==> config.mk <==
export PLATFORM = sky130hd
export DESIGN_NAME = nram_writer_flat
export DESIGN_NICKNAME = d
export VERILOG_FILES = /design/src/rtl/nram_writer_if.sv /design/src/rtl/nram_writer.sv /design/src/flat_wrapper.sv
export SDC_FILE = /design/constraint.sdc
export NUM_CORES = 1
export LEC_CHECK = 0
export CORE_ASPECT_RATIO = 2
export CORE_MARGIN = 2
export CORE_UTILIZATION = 35
export DETAILED_ROUTE_END_ITERATION = 10
export GPL_ROUTABILITY_DRIVEN = 0
export PLACE_DENSITY = 0.63
export SLEW_MARGIN = 30
export SYNTH_ARGS = -nofsm -noshare
export SYNTH_HDL_FRONTEND = slang
export SYNTH_SLANG_ARGS = --single-unit
==> constraint.sdc <==
create_clock -name clk -period 5.95 [get_ports clk]
set_clock_uncertainty 0.05 [all_clocks]
set_input_delay 1.785 -clock clk [delete_from_list [all_inputs] [get_ports clk]]
set_output_delay 1.785 -clock clk [all_outputs]
set_load 0.005 [all_outputs]
==> src/rtl/nram_writer_if.sv <==
// Request, response and NRAM-bank signals of the NRAM write controller.
// The slave modport is the controller's view; master is the requester/bank side.
interface nram_writer_if #(
  parameter int DATA_W = 8
);
  logic              io_wr_valid;
  logic              io_wr_ready;
  logic              io_wr_addr;
  logic [DATA_W-1:0] io_wr_data;
  logic              io_rd_valid;
  logic              io_rd_ready;
  logic              io_rd_addr;
  logic              io_out_valid;
  logic              io_out_ready;
  logic [DATA_W-1:0] io_out_bits;
  logic [DATA_W-1:0] io_Dbus;
  logic [1:0]        io_ENbus;
  logic [DATA_W-1:0] io_Qbus_0;
  logic [DATA_W-1:0] io_Qbus_1;
  logic              io_err;
  logic              io_err_clr;
  logic [7:0]        io_wr_count;
  logic              io_busy;

  modport slave (
    input  io_wr_valid, io_wr_addr, io_wr_data,
    input  io_rd_valid, io_rd_addr, io_out_ready,
    input  io_Qbus_0, io_Qbus_1, io_err_clr,
    output io_wr_ready, io_rd_ready, io_out_valid, io_out_bits,
    output io_Dbus, io_ENbus, io_err, io_wr_count, io_busy
  );

  modport master (
    output io_wr_valid, io_wr_addr, io_wr_data,
    output io_rd_valid, io_rd_addr, io_out_ready,
    output io_Qbus_0, io_Qbus_1, io_err_clr,
    input  io_wr_ready, io_rd_ready, io_out_valid, io_out_bits,
    input  io_Dbus, io_ENbus, io_err, io_wr_count, io_busy
  );
endinterface

==> src/rtl/nram_writer.sv <==
// Write-side controller for the two-entry NRAM bank: single-cycle write pulses,
// read-back verify with bounded retries, and a read response stream.
//
// state      | meaning
// -----------+----------------------------------------------------------
// S_IDLE     | ready for a write (priority) or read request
// S_WRITE    | one-cycle enable pulse to the latched entry
// S_VERIFY   | compare bank read-back against latched data, retry or flag
// S_READ_OUT | holding read response until downstream accepts it
module nram_writer #(
  parameter int DATA_W    = 8,
  parameter bit VERIFY_EN = 1'b1,
  parameter int RETRY_MAX = 2
) (
  input  logic         clk,
  input  logic         reset,
  nram_writer_if.slave bus
);

  localparam int RW = (RETRY_MAX < 1) ? 1 : $clog2(RETRY_MAX + 1);
  localparam logic [RW-1:0] RETRY_LIM = RW'(RETRY_MAX);

  typedef enum logic [1:0] {
    S_IDLE,
    S_WRITE,
    S_VERIFY,
    S_READ_OUT
  } state_t;

  state_t            state_q, state_d;
  logic              addr_q;
  logic [DATA_W-1:0] data_q;
  logic [RW-1:0]     retry_q;
  logic [DATA_W-1:0] out_bits_q;
  logic              err_q;
  logic [7:0]        cnt_q;

  logic              wr_ready, rd_ready;
  logic              wr_fire, rd_fire;
  logic              retry_inc, err_set, cnt_inc;
  logic [DATA_W-1:0] q_latched;
  logic [DATA_W-1:0] q_requested;

  assign q_latched   = addr_q ? bus.io_Qbus_1 : bus.io_Qbus_0;
  assign q_requested = bus.io_rd_addr ? bus.io_Qbus_1 : bus.io_Qbus_0;

  always_ff @(posedge clk) begin
    if (reset) state_q <= S_IDLE;
    else       state_q <= state_d;
  end

  always_comb begin
    state_d   = state_q;
    wr_ready  = 1'b0;
    rd_ready  = 1'b0;
    wr_fire   = 1'b0;
    rd_fire   = 1'b0;
    retry_inc = 1'b0;
    err_set   = 1'b0;
    cnt_inc   = 1'b0;
    case (state_q)
      S_IDLE: begin
        wr_ready = 1'b1;
        rd_ready = !bus.io_wr_valid;
        if (bus.io_wr_valid) begin
          wr_fire = 1'b1;
          state_d = S_WRITE;
        end else if (bus.io_rd_valid) begin
          rd_fire = 1'b1;
          state_d = S_READ_OUT;
        end
      end
      S_WRITE: begin
        if (VERIFY_EN) begin
          state_d = S_VERIFY;
        end else begin
          cnt_inc = 1'b1;
          state_d = S_IDLE;
        end
      end
      S_VERIFY: begin
        if (q_latched == data_q) begin
          cnt_inc = 1'b1;
          state_d = S_IDLE;
        end else if (retry_q < RETRY_LIM) begin
          retry_inc = 1'b1;
          state_d   = S_WRITE;
        end else begin
          err_set = 1'b1;
          state_d = S_IDLE;
        end
      end
      S_READ_OUT: begin
        if (bus.io_out_ready) state_d = S_IDLE;
      end
      default: state_d = S_IDLE;
    endcase
  end

  // data_q doubles as the Dbus register so the bus holds its last value outside WRITE
  always_ff @(posedge clk) begin
    if (reset) begin
      addr_q     <= 1'b0;
      data_q     <= '0;
      retry_q    <= '0;
      out_bits_q <= '0;
      err_q      <= 1'b0;
      cnt_q      <= 8'd0;
    end else begin
      if (wr_fire) begin
        addr_q  <= bus.io_wr_addr;
        data_q  <= bus.io_wr_data;
        retry_q <= '0;
      end else if (retry_inc) begin
        retry_q <= retry_q + RW'(1);
      end
      if (rd_fire) out_bits_q <= q_requested;
      if (err_set)             err_q <= 1'b1;
      else if (bus.io_err_clr) err_q <= 1'b0;
      if (cnt_inc) cnt_q <= cnt_q + 8'd1;
    end
  end

  // Enable is gated by reset directly so a reset landing in WRITE never writes the bank
  assign bus.io_ENbus     = (state_q == S_WRITE && !reset) ? (addr_q ? 2'b10 : 2'b01) : 2'b00;
  assign bus.io_Dbus      = data_q;
  assign bus.io_wr_ready  = wr_ready;
  assign bus.io_rd_ready  = rd_ready;
  assign bus.io_out_valid = (state_q == S_READ_OUT);
  assign bus.io_out_bits  = out_bits_q;
  assign bus.io_err       = err_q;
  assign bus.io_wr_count  = cnt_q;
  assign bus.io_busy      = (state_q != S_IDLE);

endmodule

==> src/flat_wrapper.sv <==
// flat-port wrapper written by rule: the top's interface ports become plain ports
module nram_writer_flat 
#(
  parameter int DATA_W    = 8,
  parameter bit VERIFY_EN = 1'b1,
  parameter int RETRY_MAX = 2
)
  (clk, reset, bus_io_wr_valid, bus_io_wr_addr, bus_io_wr_data, bus_io_rd_valid, bus_io_rd_addr, bus_io_out_ready, bus_io_Qbus_0, bus_io_Qbus_1, bus_io_err_clr, bus_io_wr_ready, bus_io_rd_ready, bus_io_out_valid, bus_io_out_bits, bus_io_Dbus, bus_io_ENbus, bus_io_err, bus_io_wr_count, bus_io_busy);
  nram_writer_if #(.DATA_W(DATA_W)) bus_i ();
  input  logic clk;
  input  logic reset;
  input wire logic [$bits(bus_i.io_wr_valid)-1:0] bus_io_wr_valid;
  input wire logic [$bits(bus_i.io_wr_addr)-1:0] bus_io_wr_addr;
  input wire logic [$bits(bus_i.io_wr_data)-1:0] bus_io_wr_data;
  input wire logic [$bits(bus_i.io_rd_valid)-1:0] bus_io_rd_valid;
  input wire logic [$bits(bus_i.io_rd_addr)-1:0] bus_io_rd_addr;
  input wire logic [$bits(bus_i.io_out_ready)-1:0] bus_io_out_ready;
  input wire logic [$bits(bus_i.io_Qbus_0)-1:0] bus_io_Qbus_0;
  input wire logic [$bits(bus_i.io_Qbus_1)-1:0] bus_io_Qbus_1;
  input wire logic [$bits(bus_i.io_err_clr)-1:0] bus_io_err_clr;
  output wire logic [$bits(bus_i.io_wr_ready)-1:0] bus_io_wr_ready;
  output wire logic [$bits(bus_i.io_rd_ready)-1:0] bus_io_rd_ready;
  output wire logic [$bits(bus_i.io_out_valid)-1:0] bus_io_out_valid;
  output wire logic [$bits(bus_i.io_out_bits)-1:0] bus_io_out_bits;
  output wire logic [$bits(bus_i.io_Dbus)-1:0] bus_io_Dbus;
  output wire logic [$bits(bus_i.io_ENbus)-1:0] bus_io_ENbus;
  output wire logic [$bits(bus_i.io_err)-1:0] bus_io_err;
  output wire logic [$bits(bus_i.io_wr_count)-1:0] bus_io_wr_count;
  output wire logic [$bits(bus_i.io_busy)-1:0] bus_io_busy;
  assign bus_i.io_wr_valid = bus_io_wr_valid;
  assign bus_i.io_wr_addr = bus_io_wr_addr;
  assign bus_i.io_wr_data = bus_io_wr_data;
  assign bus_i.io_rd_valid = bus_io_rd_valid;
  assign bus_i.io_rd_addr = bus_io_rd_addr;
  assign bus_i.io_out_ready = bus_io_out_ready;
  assign bus_i.io_Qbus_0 = bus_io_Qbus_0;
  assign bus_i.io_Qbus_1 = bus_io_Qbus_1;
  assign bus_i.io_err_clr = bus_io_err_clr;
  assign bus_io_wr_ready = bus_i.io_wr_ready;
  assign bus_io_rd_ready = bus_i.io_rd_ready;
  assign bus_io_out_valid = bus_i.io_out_valid;
  assign bus_io_out_bits = bus_i.io_out_bits;
  assign bus_io_Dbus = bus_i.io_Dbus;
  assign bus_io_ENbus = bus_i.io_ENbus;
  assign bus_io_err = bus_i.io_err;
  assign bus_io_wr_count = bus_i.io_wr_count;
  assign bus_io_busy = bus_i.io_busy;
  nram_writer #(.DATA_W(DATA_W), .VERIFY_EN(VERIFY_EN), .RETRY_MAX(RETRY_MAX)) u_core (.clk(clk), .reset(reset), .bus(bus_i));
endmodule
==> qor.txt, run 1 <==
status -> finished, final reports clean
diodes inserted -> 0
first-pass GRT wire length -> 6.56 mm
largest fanout on the critical path -> 3
CP startpoint -> reset
CP required -> 4.12 ns
largest net degree at the start of global routing -> 37
Crit Path Class -> in2out
Reg2Reg Launch Point -> u_core.addr_q
end of the critical path -> bus_io_ENbus[0]
commonest non-fill, non-tap cell in the layout -> clkdlybuf4s50_1
vias in the first global route -> 1,393
Synth area leaders -> dfxtp_1 39%, mux2i_1 12%, nand2_1 6.3%, nor2_1 4.8%, a21oi_1 4.5%
setup TNS -> 0 ns
dominant cell type by area after synthesis -> dfxtp_1
Reg2Reg Setup Slack -> 3.20 ns
most frequent cells in the layout -> 62 x clkdlybuf4s50_1, 30 x dfxtp_1, 26 x nand2_1
H-Tree Depth -> 2
Starting Density -> 36.2%
RSZ-0062 raised after global routing -> false
Max Cap Viol -> 0
Cell Chain, Critical Path -> clkdlybuf4s50_1 -> nor4b_1 -> clkdlybuf4s50_1
total track usage -> 17.3%
die height -> 98.3 um
area share of the largest cell type after synthesis -> 38.6%
initial antenna violation count -> 0
Clk pin slew, worst setup/hold paths -> 0.06 ns
Pre-antenna DRT Iters -> 4
CTS Root Cell -> clkbuf_8
TritonCTS clock tree -> built
Syn-to-layout area delta -> 46.7%
Die Width -> 51.1 um
number of vias per cell -> 4.90
worst reg2reg path depth -> 5
Core Box Area -> 4300 um^2
crit path launch type -> input pin
clk sinks -> 30
CTS Buf Count -> 5
Slew headroom -> 59.4%
post-layout util -> 53.1%
DRT Wirelength -> 3.96 mm
CP max-delay cell -> clkdlybuf4s50_1
Critical Path Sink Type -> output pin
crit path DAT -> 3.07 ns
top_reg_cell synth -> dfxtp_1
Post-Syn Nets -> 214
number of setup buffers added after CTS -> 0
Cell Pwr Density -> 214 nW/um^2
# resized after CTS -> 0
synthesized area -> 1560 um^2
I/O pins -> 63
Post-synth EDFFs -> 0
Lkg Pwr -> 0.847 nW
Port Buffer Count -> 62
Worst Max-Slew Pin Slew -> 0.609 ns
maximum buffer depth of the clock tree -> 2
period utilisation layout -> 82.4%
initial DRC count -> 11
async set-or-reset flop fraction in the synthesized netlist -> 0%
Synth Instances -> 181
row count -> 34
Critical R2R Capture -> u_core.bus.io_wr_count[0]
Max IR drop VDD -> 175 uV
Hold Vio Cnt, Final -> 0
Clock Latency Late Sink -> 0.28 ns
Post-Syn Area per Cell -> 8.59 um^2
post-DP HPWL -> 3.08 mm
share of cells above drive strength 1 -> 6.25%
worst hold path type -> reg2reg
DRT antenna net count -> 0
yosys warns -> 0
fmax -> 0.204 GHz
fin. max-slew vios -> 0
DR WL/cell -> 13.5 um
Distinct cells, synth -> 32
Die ar. -> 5030 um^2
flops & latches, synth -> 30
crit-path most repeated cell -> clkdlybuf4s50_1
Setup-failing EPs final -> 0
critical path's largest stage delay -> 0.55 ns
fin crit period -> 4.90 ns
Vias -> 1,440
CTS Hold Bufs -> 0
post-synthesis sequential area ratio -> 38.6%
DRC -> 0
fin nets -> 272
gr ovfl total -> 0
==> layer usage <==
metal  part of all wire, %  routed length (um)  GRT usage (%)  up-vias
met3                   3.7                 147           3.52        5
met1                    36                1440           18.2      654
met5                     0                   0              0        -
met4                   1.9                  77           7.48        0
met2                    58                2300           31.5       41
li1                      -                   -              -      740
==> sequential cells by signal (all words and copies together), names as in the netlist <==
register and count:
u_core.bus.io_Dbus 8, u_core.bus.io_out_bits 8, u_core.addr_q 1, u_core.bus.io_err 1, u_core.bus.io_wr_count 8, u_core.state_q 2
u_core.retry_q 2
==> through the flow <==
stage | power, mW | setup slack, ns | instance area [um^2] | cells | hold WS [ns]
after floorplan | 0.272 | 1.85 | 1560 | 181 | 0.397
after global placement | 0.322 | 1.06 | 2190 | 286 | 0.407
after detailed placement | 0.323 | 1.04 | 2190 | 286 | 0.416
after CTS | 0.494 | 1.02 | 2280 | 294 | 0.427
after global routing | 0.513 | 0.952 | 2280 | 294 | 0.455
final | 0.487 | 1.05 | 2280 | 294 | 0.422
==> final cells by class <==
cell class	instances	area, um^2
Tap cell	54	67.6
Sequential cell	30	601
Clock buffer	7	86.3
Fill cell	422	2020
Inverter	3	11.3
Multi-Input combinational cell	136	882
Clock inverter	1	5.00
Timing Repair Buffer	63	628
==> worst max-delay path, delay by kind of cell <==
family / cells / cell delay, ns
simple gates: 1 / 0.27
buf+inv: 2 / 1.00
==> Yosys cell counts (2+ instances only) <==
| cell type | instances |
|---|---|
| buf_1 | 2 |
| and2_1 | 2 |
| a211oi_1 | 9 |
| nand2b_1 | 4 |
| buf_2 | 3 |
| or4_1 | 2 |
| nand4_1 | 2 |
| mux2i_1 | 18 |
| and3_1 | 2 |
| nor2_1 | 20 |
| buf_6 | 2 |
| nor2b_1 | 6 |
| mux2_2 | 3 |
| xor2_1 | 8 |
| a21oi_1 | 14 |
| nand2_1 | 26 |
| clkbuf_1 | 5 |
| o31ai_1 | 2 |
| mux2_1 | 2 |
| nor3_1 | 3 |
| inv_1 | 3 |
| nor4_2 | 2 |
| o211ai_1 | 3 |
| dfxtp_1 | 30 |
==> logic make-up after synthesis <==
logic type / Yosys count / share of synthesized area (%)
AO/OA/AOI/OAI: 30 / 12.1
XOR/XNOR: 8 / 4.51
adder cells (fa/ha/maj): 1 / 0.804
buffers and inverters: 15 / 4.83
flip-flops: 30 / 38.6
multiplexers: 23 / 15.2
AND/OR/NAND/NOR: 74 / 24.0
==> worst min-delay path by stage <==
stage                 startpoint                end  slack [ns]  cells past startpoint
2_1_floorplan  u_core.retry_q[0]  u_core.retry_q[0]        0.40                      2
3_3_place_gp   u_core.bus.io_err  u_core.bus.io_err        0.41                      2
3_5_place_dp   u_core.bus.io_err  u_core.bus.io_err        0.42                      2
4_1_cts        u_core.bus.io_err  u_core.bus.io_err        0.43                      2
5_1_grt        u_core.bus.io_err  u_core.bus.io_err        0.45                      2
6_report       u_core.bus.io_err  u_core.bus.io_err        0.42                      2
==> power breakdown <==
group / internal [mW] / switching (mW)
sequential: 0.211 / 0.0101
combinational: 0.0553 / 0.0413
clock: 0.0932 / 0.0766
(Power assumes the default switching activity.)
==> run 2, diff against run 1 <==
clock period = 4.8 ns   (was 5.95 ns; I/O delays follow)
==> qor.txt, run 2 (synthesized netlist as in run 1, its figures left out) <==
status -> finished, final reports clean
Cell Pwr Density -> 265 nW/um^2
setup slack after placement -> 0.587 ns
CP required -> 3.31 ns
Clock Latency Late Sink -> 0.28 ns
Setup-failing EPs final -> 0
# fillers -> 430
DP Area -> 2190 um^2
placed insts -> 286
DRT antenna net count -> 0
Core Box Area -> 4300 um^2
Port Buffer Count -> 62
Starting Density -> 36.2%
min setup slack post-route -> 0.597 ns
row count -> 34
TritonCTS clock tree -> built
worst hold path type -> reg2reg
Total Power -> 604 uW
Die ar. -> 5030 um^2
Die Width -> 51.1 um
CTS Root Cell -> clkbuf_8
fin crit period -> 4.20 ns
CTS Buf Count -> 5
DRC -> 0
# resized after CTS -> 0
initial antenna violation count -> 0
post-DP HPWL -> 3.06 mm
largest net degree at the start of global routing -> 37
initial DRC count -> 8
I/O pins -> 63
gr ovfl total -> 0
fin area -> 2280 um^2
Clk pin slew, worst setup/hold paths -> 0.06 ns
Slew headroom -> 59.8%
Lkg Pwr -> 0.847 nW
period utilisation layout -> 87.6%
first-pass GRT wire length -> 6.60 mm
maximum buffer depth of the clock tree -> 2
number of vias per cell -> 4.94
Reg2Reg Launch Point -> u_core.addr_q
total track usage -> 17.6%
Hold Vio Cnt, Final -> 0
non-filler cells, final -> 294
H-Tree Depth -> 2
start point of the worst hold path -> u_core.bus.io_err
Worst Max-Slew Pin Slew -> 0.602 ns
post-layout util -> 53.1%
commonest non-fill, non-tap cell in the layout -> clkdlybuf4s50_1
RSZ-0062 raised after global routing -> false
DRT Wirelength -> 3.97 mm
Reg2Reg Setup Slack -> 2.04 ns
setup TNS -> 0 ns
CTS Hold Bufs -> 0
Vias -> 1,452
number of setup buffers added after CTS -> 0
Max Cap Viol -> 0
Pre-antenna DRT Iters -> 4
fin. max-slew vios -> 0
CP startpoint -> reset
share of cells above drive strength 1 -> 6.25%
Critical Path Sink Type -> output pin
Max IR drop VDD -> 185 uV
Crit Path Class -> in2out
vias in the first global route -> 1,416
largest fanout on the critical path -> 3
fin nets -> 272
diodes inserted -> 0
die height -> 98.3 um
Worst Hold Path Cells -> 2
Hold WS -> 0.425 ns
worst reg2reg path depth -> 5
DR WL/cell -> 13.5 um
clk sinks -> 30
crit path launch type -> input pin
Syn-to-layout area delta -> 46.7%
crit path DAT -> 2.71 ns
most frequent cells in the layout -> 62 x clkdlybuf4s50_1, 30 x dfxtp_1, 26 x nand2_1
fmax -> 0.238 GHz
## run 2: cell type report
class | instances | area, um^2 | area share (%)
Inverter | 3 | 11.3 | 0.494
Timing Repair Buffer | 63 | 628 | 27.5
Tap cell | 54 | 67.6 | 2.96
Multi-Input combinational cell | 136 | 882 | 38.7
Clock inverter | 1 | 5.00 | 0.219
Sequential cell | 30 | 601 | 26.3
Clock buffer | 7 | 86.3 | 3.78
## run 2: worst max-delay path: stages
cell and delay [ns]:
clkdlybuf4s50_1 0.45, nor4bb_1 0.28, clkdlybuf4s50_1 0.54
## run 2: worst paths after layout
path                                to
min reg2reg          u_core.bus.io_err
min                  u_core.bus.io_err
max                    bus_io_ENbus[1]
max reg2reg  u_core.bus.io_wr_count[0]
## run 2: report_power, final
group          internal, mW  switching (mW)
clock network         0.115          0.0951
logic                0.0685          0.0517
registers             0.261          0.0124
total                 0.445           0.159
## run 2: layer usage
metal / vias to the layer above / global-route usage (%) / wire length [um]
met4: 0 / 8.32 / 102
met3: 8 / 4.13 / 154
li1: 738 / - / -
met1: 665 / 18.8 / 1460
met5: - / 0 / 0
met2: 41 / 31.3 / 2250
==> run 3, diff against run 2 <==
CORE_MARGIN = unset   (was 2)
==> qor.txt, run 3 (synthesized netlist as in run 1, its figures left out) <==
Worst Max-Slew Pin Slew -> 0.616 ns
status -> finished, final reports clean
Port Buffer Count -> 62
TritonCTS clock tree -> built
Max Cap Viol -> 0
Clk pwr share -> 38.3%
gr ovfl total -> 0
clk sinks -> 30
Sequential Power Share -> 42.8%
RSZ-0062 raised after global routing -> false
Crit Path Class -> in2out
first-pass GRT wire length -> 6.00 mm
CTS Root Cell -> clkbuf_8
DR WL/cell -> 13.1 um
worst reg2reg path depth -> 5
die height -> 96.3 um
number of vias per cell -> 4.90
CTS Hold Bufs -> 0
most frequent cells in the layout -> 62 x clkdlybuf4s50_1, 30 x dfxtp_1, 26 x nand2_1
largest net degree at the start of global routing -> 37
Die Width -> 49.1 um
row count -> 34
DRC -> 0
initial DRC count -> 9
Die ar. -> 4730 um^2
diodes inserted -> 0
Clk pin slew, worst setup/hold paths -> 0.06 ns
Setup-failing EPs final -> 0
Clock Latency Late Sink -> 0.27 ns
Critical R2R Capture -> u_core.bus.io_wr_count[0]
share of cells above drive strength 1 -> 7.05%
start point of the worst hold path -> u_core.bus.io_err
Hold Vio Cnt, Final -> 0
Max IR drop VDD -> 264 uV
Core Box Area -> 4300 um^2
internal power -> 483 uW
Reg2Reg Setup Slack -> 2.27 ns
fmax -> 0.234 GHz
Syn-to-layout area delta -> 48.3%
CTS Buf Count -> 5
initial antenna violation count -> 0
total track usage -> 16.9%
Reg2Reg Launch Point -> u_core.addr_q
# resized after CTS -> 0
Critical Path Sink Type -> output pin
Slew headroom -> 58.9%
fin. max-slew vios -> 0
Starting Density -> 36.2%
Lkg Pwr -> 0.861 nW
fin nets -> 273
crit path launch type -> input pin
post-DP HPWL -> 3.01 mm
Pre-antenna DRT Iters -> 4
commonest non-fill, non-tap cell in the layout -> clkdlybuf4s50_1
setup TNS -> 0 ns
largest fanout on the critical path -> 3
Comb power frac -> 18.9%
CP required -> 3.31 ns
I/O pins -> 63
Vias -> 1,446
Worst Hold Path Cells -> 2
post-layout util -> 53.7%
DRT Wirelength -> 3.87 mm
period utilisation layout -> 88.9%
maximum buffer depth of the clock tree -> 2
Hold WS -> 0.424 ns
net switching power of the design -> 156 uW
worst hold path type -> reg2reg
Cell Pwr Density -> 277 nW/um^2
H-Tree Depth -> 2
vias in the first global route -> 1,342
Net Sw Frac -> 24.5%
number of setup buffers added after CTS -> 0
fin crit period -> 4.27 ns
crit path DAT -> 2.78 ns
DRT antenna net count -> 0
WHS Endpoint -> u_core.bus.io_err
[run 3: final cells by class]
| type | count | area (um^2) |
|---|---|---|
| Clock buffer | 5 | 68.8 |
| Clock inverter | 3 | 40.0 |
| Fill cell | 426 | 1990 |
| Inverter | 3 | 11.3 |
| Multi-Input combinational cell | 136 | 882 |
| Sequential cell | 30 | 601 |
| Tap cell | 54 | 67.6 |
| Timing Repair Buffer | 64 | 636 |
[run 3: worst max-delay path by stage]
stage                     startpoint         endpoint  slack [ns]  cells past startpoint
final                          reset  bus_io_ENbus[0]        0.53                      3
after global routing           reset  bus_io_ENbus[0]        0.45                      3
after CTS                      reset  bus_io_ENbus[0]        0.51                      3
after detailed placement       reset  bus_io_ENbus[0]        0.53                      3
after global placement         reset  bus_io_ENbus[0]        0.56                      3
after floorplan                reset  bus_io_ENbus[0]        1.39                      2
[run 3: routing by layer]
layer,GRT usage [%],wire (um)
met3,2.84,129
met2,32.4,2220
met4,9.80,87
met5,0,0
met1,16.4,1430
[run 3: worst max-delay path, cell delays in order]
cell	delay [ns]
clkdlybuf4s50_1	0.50
nor4b_1	0.28
clkdlybuf4s50_1	0.55
[run 3: power groups by stage]
stage                     Sequential, mW  Clock, mW  Combinational [mW]
after floorplan                    0.275          0              0.0618
after global placement             0.279          0               0.121
after detailed placement           0.279          0               0.122
after CTS                          0.274      0.252               0.122
after global routing               0.275      0.262               0.133
final                              0.274      0.245               0.121
[run 3: stage by stage]
stage / cell area [um^2] / power [mW] / setup slack (ns) / std cells
after floorplan: 1560 / 0.337 / 1.39 / 181
after global placement: 2190 / 0.400 / 0.562 / 287
after detailed placement: 2190 / 0.401 / 0.527 / 287
after CTS: 2300 / 0.648 / 0.508 / 295
after global routing: 2310 / 0.670 / 0.454 / 295
final: 2310 / 0.639 / 0.534 / 295
